### config.mk
export PLATFORM = sky130hd
export DESIGN_NAME = datapath_sequencer
export DESIGN_NICKNAME = d
export VERILOG_FILES = /design/src/rtl/datapath_sequencer.sv
export SDC_FILE = /design/constraint.sdc
export NUM_CORES = 1
export LEC_CHECK = 0
export CORE_MARGIN = 3
export CORE_UTILIZATION = 40
export CTS_CLUSTER_SIZE = 40
export DETAILED_ROUTE_END_ITERATION = 8
export PLACE_DENSITY = 0.78
export SLEW_MARGIN = 20
export SYNTH_ARGS = -nofsm -noshare
export SYNTH_HDL_FRONTEND = slang
export SYNTH_SLANG_ARGS = --single-unit
### constraint.sdc
create_clock -name clk -period 2.5 [get_ports clk]
set_input_delay 0.625 -clock clk [delete_from_list [all_inputs] [get_ports clk]]
set_output_delay 0.625 -clock clk [all_outputs]
set_load 0.1 [all_outputs]
### src/rtl/datapath_sequencer.sv
// Multi-cycle control sequencer: fetches 16-bit instructions over the shared memory
// port, holds PC/IR, and drives every control input of the register-file/shifter/ALU datapath.
module datapath_sequencer #(
   parameter int PC_W   = 9,
   parameter int RST_PC = 0
) (
   input  logic            clk,
   input  logic            rst_n,
   input  logic [15:0]     mdata,
   input  logic [PC_W-1:0] data_address,
   output logic [2:0]      reg_w,
   output logic [2:0]      reg_a,
   output logic [2:0]      reg_b,
   output logic            write,
   output logic            loada,
   output logic            loadb,
   output logic            loadc,
   output logic            loads,
   output logic            loadm,
   output logic            asel,
   output logic            bsel,
   output logic            csel,
   output logic [3:0]      vsel,
   output logic [1:0]      op,
   output logic [1:0]      shift,
   output logic [15:0]     sximm5,
   output logic [15:0]     sximm8,
   output logic [PC_W-1:0] PC,
   output logic [1:0]      mem_cmd,
   output logic [PC_W-1:0] mem_addr,
   output logic            halted
);

   typedef enum logic [4:0] {
      S_RST, S_IF1, S_IF2, S_UPDPC, S_DECODE, S_WIMM, S_GETA, S_GETB, S_ALU,
      S_WB, S_ADDR, S_RD1, S_RD2, S_WBM, S_STC, S_STW, S_HALT
   } state_t;

   localparam logic [4:0] C_MOVI = 5'b11010;
   localparam logic [4:0] C_MOVR = 5'b11000;
   localparam logic [4:0] C_ADD  = 5'b10100;
   localparam logic [4:0] C_CMP  = 5'b10101;
   localparam logic [4:0] C_AND  = 5'b10110;
   localparam logic [4:0] C_MVN  = 5'b10111;
   localparam logic [4:0] C_LDR  = 5'b01100;
   localparam logic [4:0] C_STR  = 5'b10000;

   localparam logic [1:0] CMD_NONE  = 2'b00;
   localparam logic [1:0] CMD_READ  = 2'b01;
   localparam logic [1:0] CMD_WRITE = 2'b10;

   state_t          r_state;
   state_t          w_next;
   logic [PC_W-1:0] r_pc;
   logic [15:0]     r_ir;

   logic [4:0] w_opc;
   logic [2:0] w_rn;
   logic [2:0] w_rd;
   logic [2:0] w_rm;
   logic [1:0] w_sh;
   logic       w_alu_asel;

   assign w_opc      = r_ir[15:11];
   assign w_rn       = r_ir[10:8];
   assign w_rd       = r_ir[7:5];
   assign w_sh       = r_ir[4:3];
   assign w_rm       = r_ir[2:0];
   // MOV reg and MVN have no A operand, so the ALU sees zero on that side.
   assign w_alu_asel = (w_opc == C_MOVR) || (w_opc == C_MVN);

   assign sximm5 = {{11{r_ir[4]}}, r_ir[4:0]};
   assign sximm8 = {{8{r_ir[7]}}, r_ir[7:0]};
   assign PC     = r_pc;

   always_ff @(posedge clk or negedge rst_n) begin
      if (!rst_n) begin
         r_state <= S_RST;
         r_pc    <= PC_W'(RST_PC);
         r_ir    <= '0;
      end else begin
         r_state <= w_next;
         if (r_state == S_IF2)   r_ir <= mdata;
         if (r_state == S_UPDPC) r_pc <= r_pc + PC_W'(1);
      end
   end

   always_comb begin
      w_next = r_state;
      case (r_state)
         S_RST:    w_next = S_IF1;
         S_IF1:    w_next = S_IF2;
         S_IF2:    w_next = S_UPDPC;
         S_UPDPC:  w_next = S_DECODE;
         S_DECODE: begin
            case (w_opc)
               C_MOVI:                             w_next = S_WIMM;
               C_MOVR, C_MVN:                      w_next = S_GETB;
               C_ADD, C_CMP, C_AND, C_LDR, C_STR:  w_next = S_GETA;
               default:                            w_next = S_HALT;
            endcase
         end
         S_WIMM:   w_next = S_IF1;
         S_GETA:   w_next = (r_ir[15:13] == 3'b101) ? S_GETB : S_ADDR;
         S_GETB:   w_next = S_ALU;
         S_ALU:    w_next = (w_opc == C_CMP) ? S_IF1 : S_WB;
         S_WB:     w_next = S_IF1;
         S_ADDR:   w_next = (w_opc == C_LDR) ? S_RD1 : S_STC;
         S_RD1:    w_next = S_RD2;
         S_RD2:    w_next = S_WBM;
         S_WBM:    w_next = S_IF1;
         S_STC:    w_next = S_STW;
         S_STW:    w_next = S_IF1;
         S_HALT:   w_next = S_HALT;
         default:  w_next = S_RST;
      endcase
   end

   always_comb begin
      reg_w    = '0;
      reg_a    = '0;
      reg_b    = '0;
      write    = 1'b0;
      loada    = 1'b0;
      loadb    = 1'b0;
      loadc    = 1'b0;
      loads    = 1'b0;
      loadm    = 1'b0;
      asel     = 1'b0;
      bsel     = 1'b0;
      csel     = 1'b0;
      vsel     = '0;
      op       = '0;
      shift    = '0;
      mem_cmd  = CMD_NONE;
      mem_addr = data_address;
      halted   = 1'b0;
      case (r_state)
         S_RST:    mem_addr = '0;
         S_IF1, S_IF2: begin
            mem_cmd  = CMD_READ;
            mem_addr = r_pc;
         end
         S_UPDPC, S_DECODE: mem_addr = r_pc;
         S_WIMM: begin
            reg_w = w_rn;
            vsel  = 4'b0100;
            write = 1'b1;
         end
         S_GETA: begin
            reg_a = w_rn;
            loada = 1'b1;
         end
         S_GETB: begin
            reg_b = w_rm;
            loadb = 1'b1;
         end
         S_ALU: begin
            // IR op already equals the required ALU code for every ALU-class instruction.
            asel  = w_alu_asel;
            op    = r_ir[12:11];
            shift = w_sh;
            if (w_opc == C_CMP) loads = 1'b1;
            else                loadc = 1'b1;
         end
         S_WB: begin
            reg_w = w_rd;
            vsel  = 4'b0001;
            write = 1'b1;
         end
         S_ADDR: begin
            bsel  = 1'b1;
            loadm = 1'b1;
         end
         S_RD1, S_RD2: mem_cmd = CMD_READ;
         S_WBM: begin
            reg_w = w_rd;
            vsel  = 4'b0010;
            write = 1'b1;
         end
         S_STC: begin
            reg_b = w_rd;
            csel  = 1'b1;
            loadc = 1'b1;
         end
         S_STW:  mem_cmd = CMD_WRITE;
         S_HALT: halted  = 1'b1;
         default: ;
      endcase
   end

endmodule

==> impl_metrics.tcl <==
set metrics [dict create \
    floorplan.die.height_um 77.7 \
    grt_pass1_wl_um 9780 \
    hold_violations 0 \
    ioPinCount 106 \
    nets 321 \
    num_vias 1893 \
    clk_latency_ns 0.29 \
    synth_edf_count 0 \
    design_area_sq_mm 0.00343 \
    synth_fa_ha_area_share_pct 0.609 \
    cts_tree "done" \
    post-place-ws_ns 0.258 \
    setup_slack_ns 0.0761 \
    critical_path_required_ns 1.88 \
    cts_hold_buf 0 \
    mostFrequentLayoutCells "51 x buf_4, 37 x buf_12, 28 x dfrtp_1" \
    ys_types 47 \
    r2r_slack_ns 0.53 \
    clock_skew_ns 0.00425 \
    hold_start "PC[6]" \
    synth-simple-area-share_pct 22.0 \
    antenna_found_initial 0 \
    cts_buffer_depth 2 \
    tightest_slew_ns 0.738 \
    rr_startpoint "r_state[0]" \
    rr_worst_depth 4 \
    drt_iter0_markers 88 \
    synthFlopType "dfrtp_1" \
    status "completed" \
    muxShareOfSynthArea_pct 9.81 \
    root_buffer "clkbuf_8" \
    start_util_pct 42.4 \
    ys_ff_latch 30 \
    drv_slew 0 \
    detail_route.first_pass.iterations 4 \
    syn-num-nets 245 \
    min_period_ns 2.42 \
    async_reset_ff_share_pct 100 \
    yosys_warnings 0 \
    h-tree-depth 2 \
    dp_hpwl_um 4480 \
    timing.setup.tns_ns 0 \
    clk_pin_slew_ns 0.06 \
    max-slew-margin-rel_pct 50.7 \
    num_antenna_cells 0 \
    post_synth_instance_area_sq_mm 0.00205 \
    grt.total_usage_pct 20.1 \
    fin_crit_sh_pct 97.0 \
    setup_viol 0 \
    placed_cell_area_sq_mm 0.00330 \
    hold_path_end "PC[6]" \
    routabilityCongestion 0.836 \
    port_buffers 104 \
    fmax_mhz 413 \
    routed_wl_um 5850 \
    num_rows 25 \
    yosys.area.top_type_share_pct 36.5 \
    cts.sink_count 30 \
    min_path_cells 1 \
    synthXorXnorAreaFrac_pct 3.41 \
    critPathCaptureType "output pin" \
    postSynthAreaPerCell_sq_um 9.47 \
    synthTopCellsByArea "dfrtp_1 37%, buf_4 12%, mux2_2 9.3%" \
    die-area_sq_mm 0.00603 \
    grt_pass1_vias 1901 \
    synth_cells 217 \
    final_core_util_pct 70.8 \
    wl_per_cell_um 16.2 \
    start_kind "flop" \
    cp.arrival_ns 1.80 \
    ys_seq_area_share_pct 36.5 \
    synth_compound_area_share_pct 12.7 \
    drc_errors 0 \
    synth_top_area_cell "dfrtp_1" \
    drive_gt1_share_pct 51.7 \
    cts_made_buffers 5 \
    grt.overflow.total 0 \
    final_common_cell "buf_4" \
    coreArea_sq_mm 0.00485 \
    worst_r2r_endpoint "r_ir[1]" \
    crit_type "reg -> out" \
    rsz0062_at_grt "false" \
    avgViaCountPerCell 5.24 \
    cap_violations 0 \
    grt_max_degree 31 \
    crit_fanout 9 \
    hp-class "reg -> reg" \
    syn_to_final_growth_pct 67.1 \
    ant_nets 0 \
    die_width_um 77.7 \
    synth_top_family_by_area "simple AND/OR/NAND/NOR gates" \
]
-- stage by stage --
step	hold WS, ns	cells
global route	0.561	361
global placement	0.498	350
detailed placement	0.527	350
finish	0.531	361
CTS	0.538	361
floorplan	0.329	217
-- cells in the mapped netlist (all sizes together) (4+ instances only) --
cell	instances
a22o	12
and2	7
and3	7
buf	36
clkbuf	9
dfrtp	30
mux2	17
nand2	9
nand2b	5
nand3	7
nand3b	5
nor2	18
nor3	6
o21ai	5
or3	4
xnor2	5
-- worst max-delay path: stages, from the launching register on --
cell     delay, ns
dfrtp_2       0.45
or3_1         0.39
and3_4        0.23
a22o_2        0.28
buf_12        0.17
-- final cells by class --
| class | count | area [sq um] |
|---|---|---|
| fillers | 354 | 1420 |
| repair buffers | 114 | 1380 |
| multi-input cells | 141 | 1120 |
| flip-flops and latches | 30 | 753 |
| clock buffers | 7 | 86.3 |
| well taps | 67 | 83.8 |
| clock inverters | 1 | 5.00 |
| inverters | 1 | 3.75 |
-- per-layer routing --
layer	global-route usage (%)	share of wire, %	vias to the layer above
met2	34.1	51	91
met4	6.05	1.3	0
met1	24.6	39	902
met3	5.92	9.0	7
li1	-	-	893
met5	0	0	-
-- what timing repair did --
action / in CTS / in global routing
resized for setup: 4 / 5
setup endpoints to repair: 14 / 9
setup buffers: 3 / 0
pin swaps: 2 / 0
-- sequential cells by signal, indices dropped and copies added, names as in the netlist --
name	flops
r_state	5
r_ir	16
PC	9
-- logic make-up after synthesis --
kind of cell | after synthesis
AOI/OAI and AO/OA | 34
DFF | 30
other | 1
muxes | 18
and+or+nand+nor | 79
adders and majority gates | 1
buffers and inverters | 46
xor gates and xnor gates | 8
-- worst max path at each step --
stage	startpoint	endpoint	slack, ns	cells after the start
after floorplan	r_state[1]	vsel[1]	-0.39	4
after global placement	r_state[2]	reg_a[1]	0.29	4
after detailed placement	r_state[1]	mem_addr[2]	0.26	4
after CTS	r_state[2]	reg_w[0]	0.01	5
after global routing	r_state[1]	mem_addr[1]	0.003	4
final	r_state[1]	mem_addr[3]	0.08	4
Power is not shown: default switching activity piles up to over one toggle a cycle in this logic, so the estimate is an artifact.
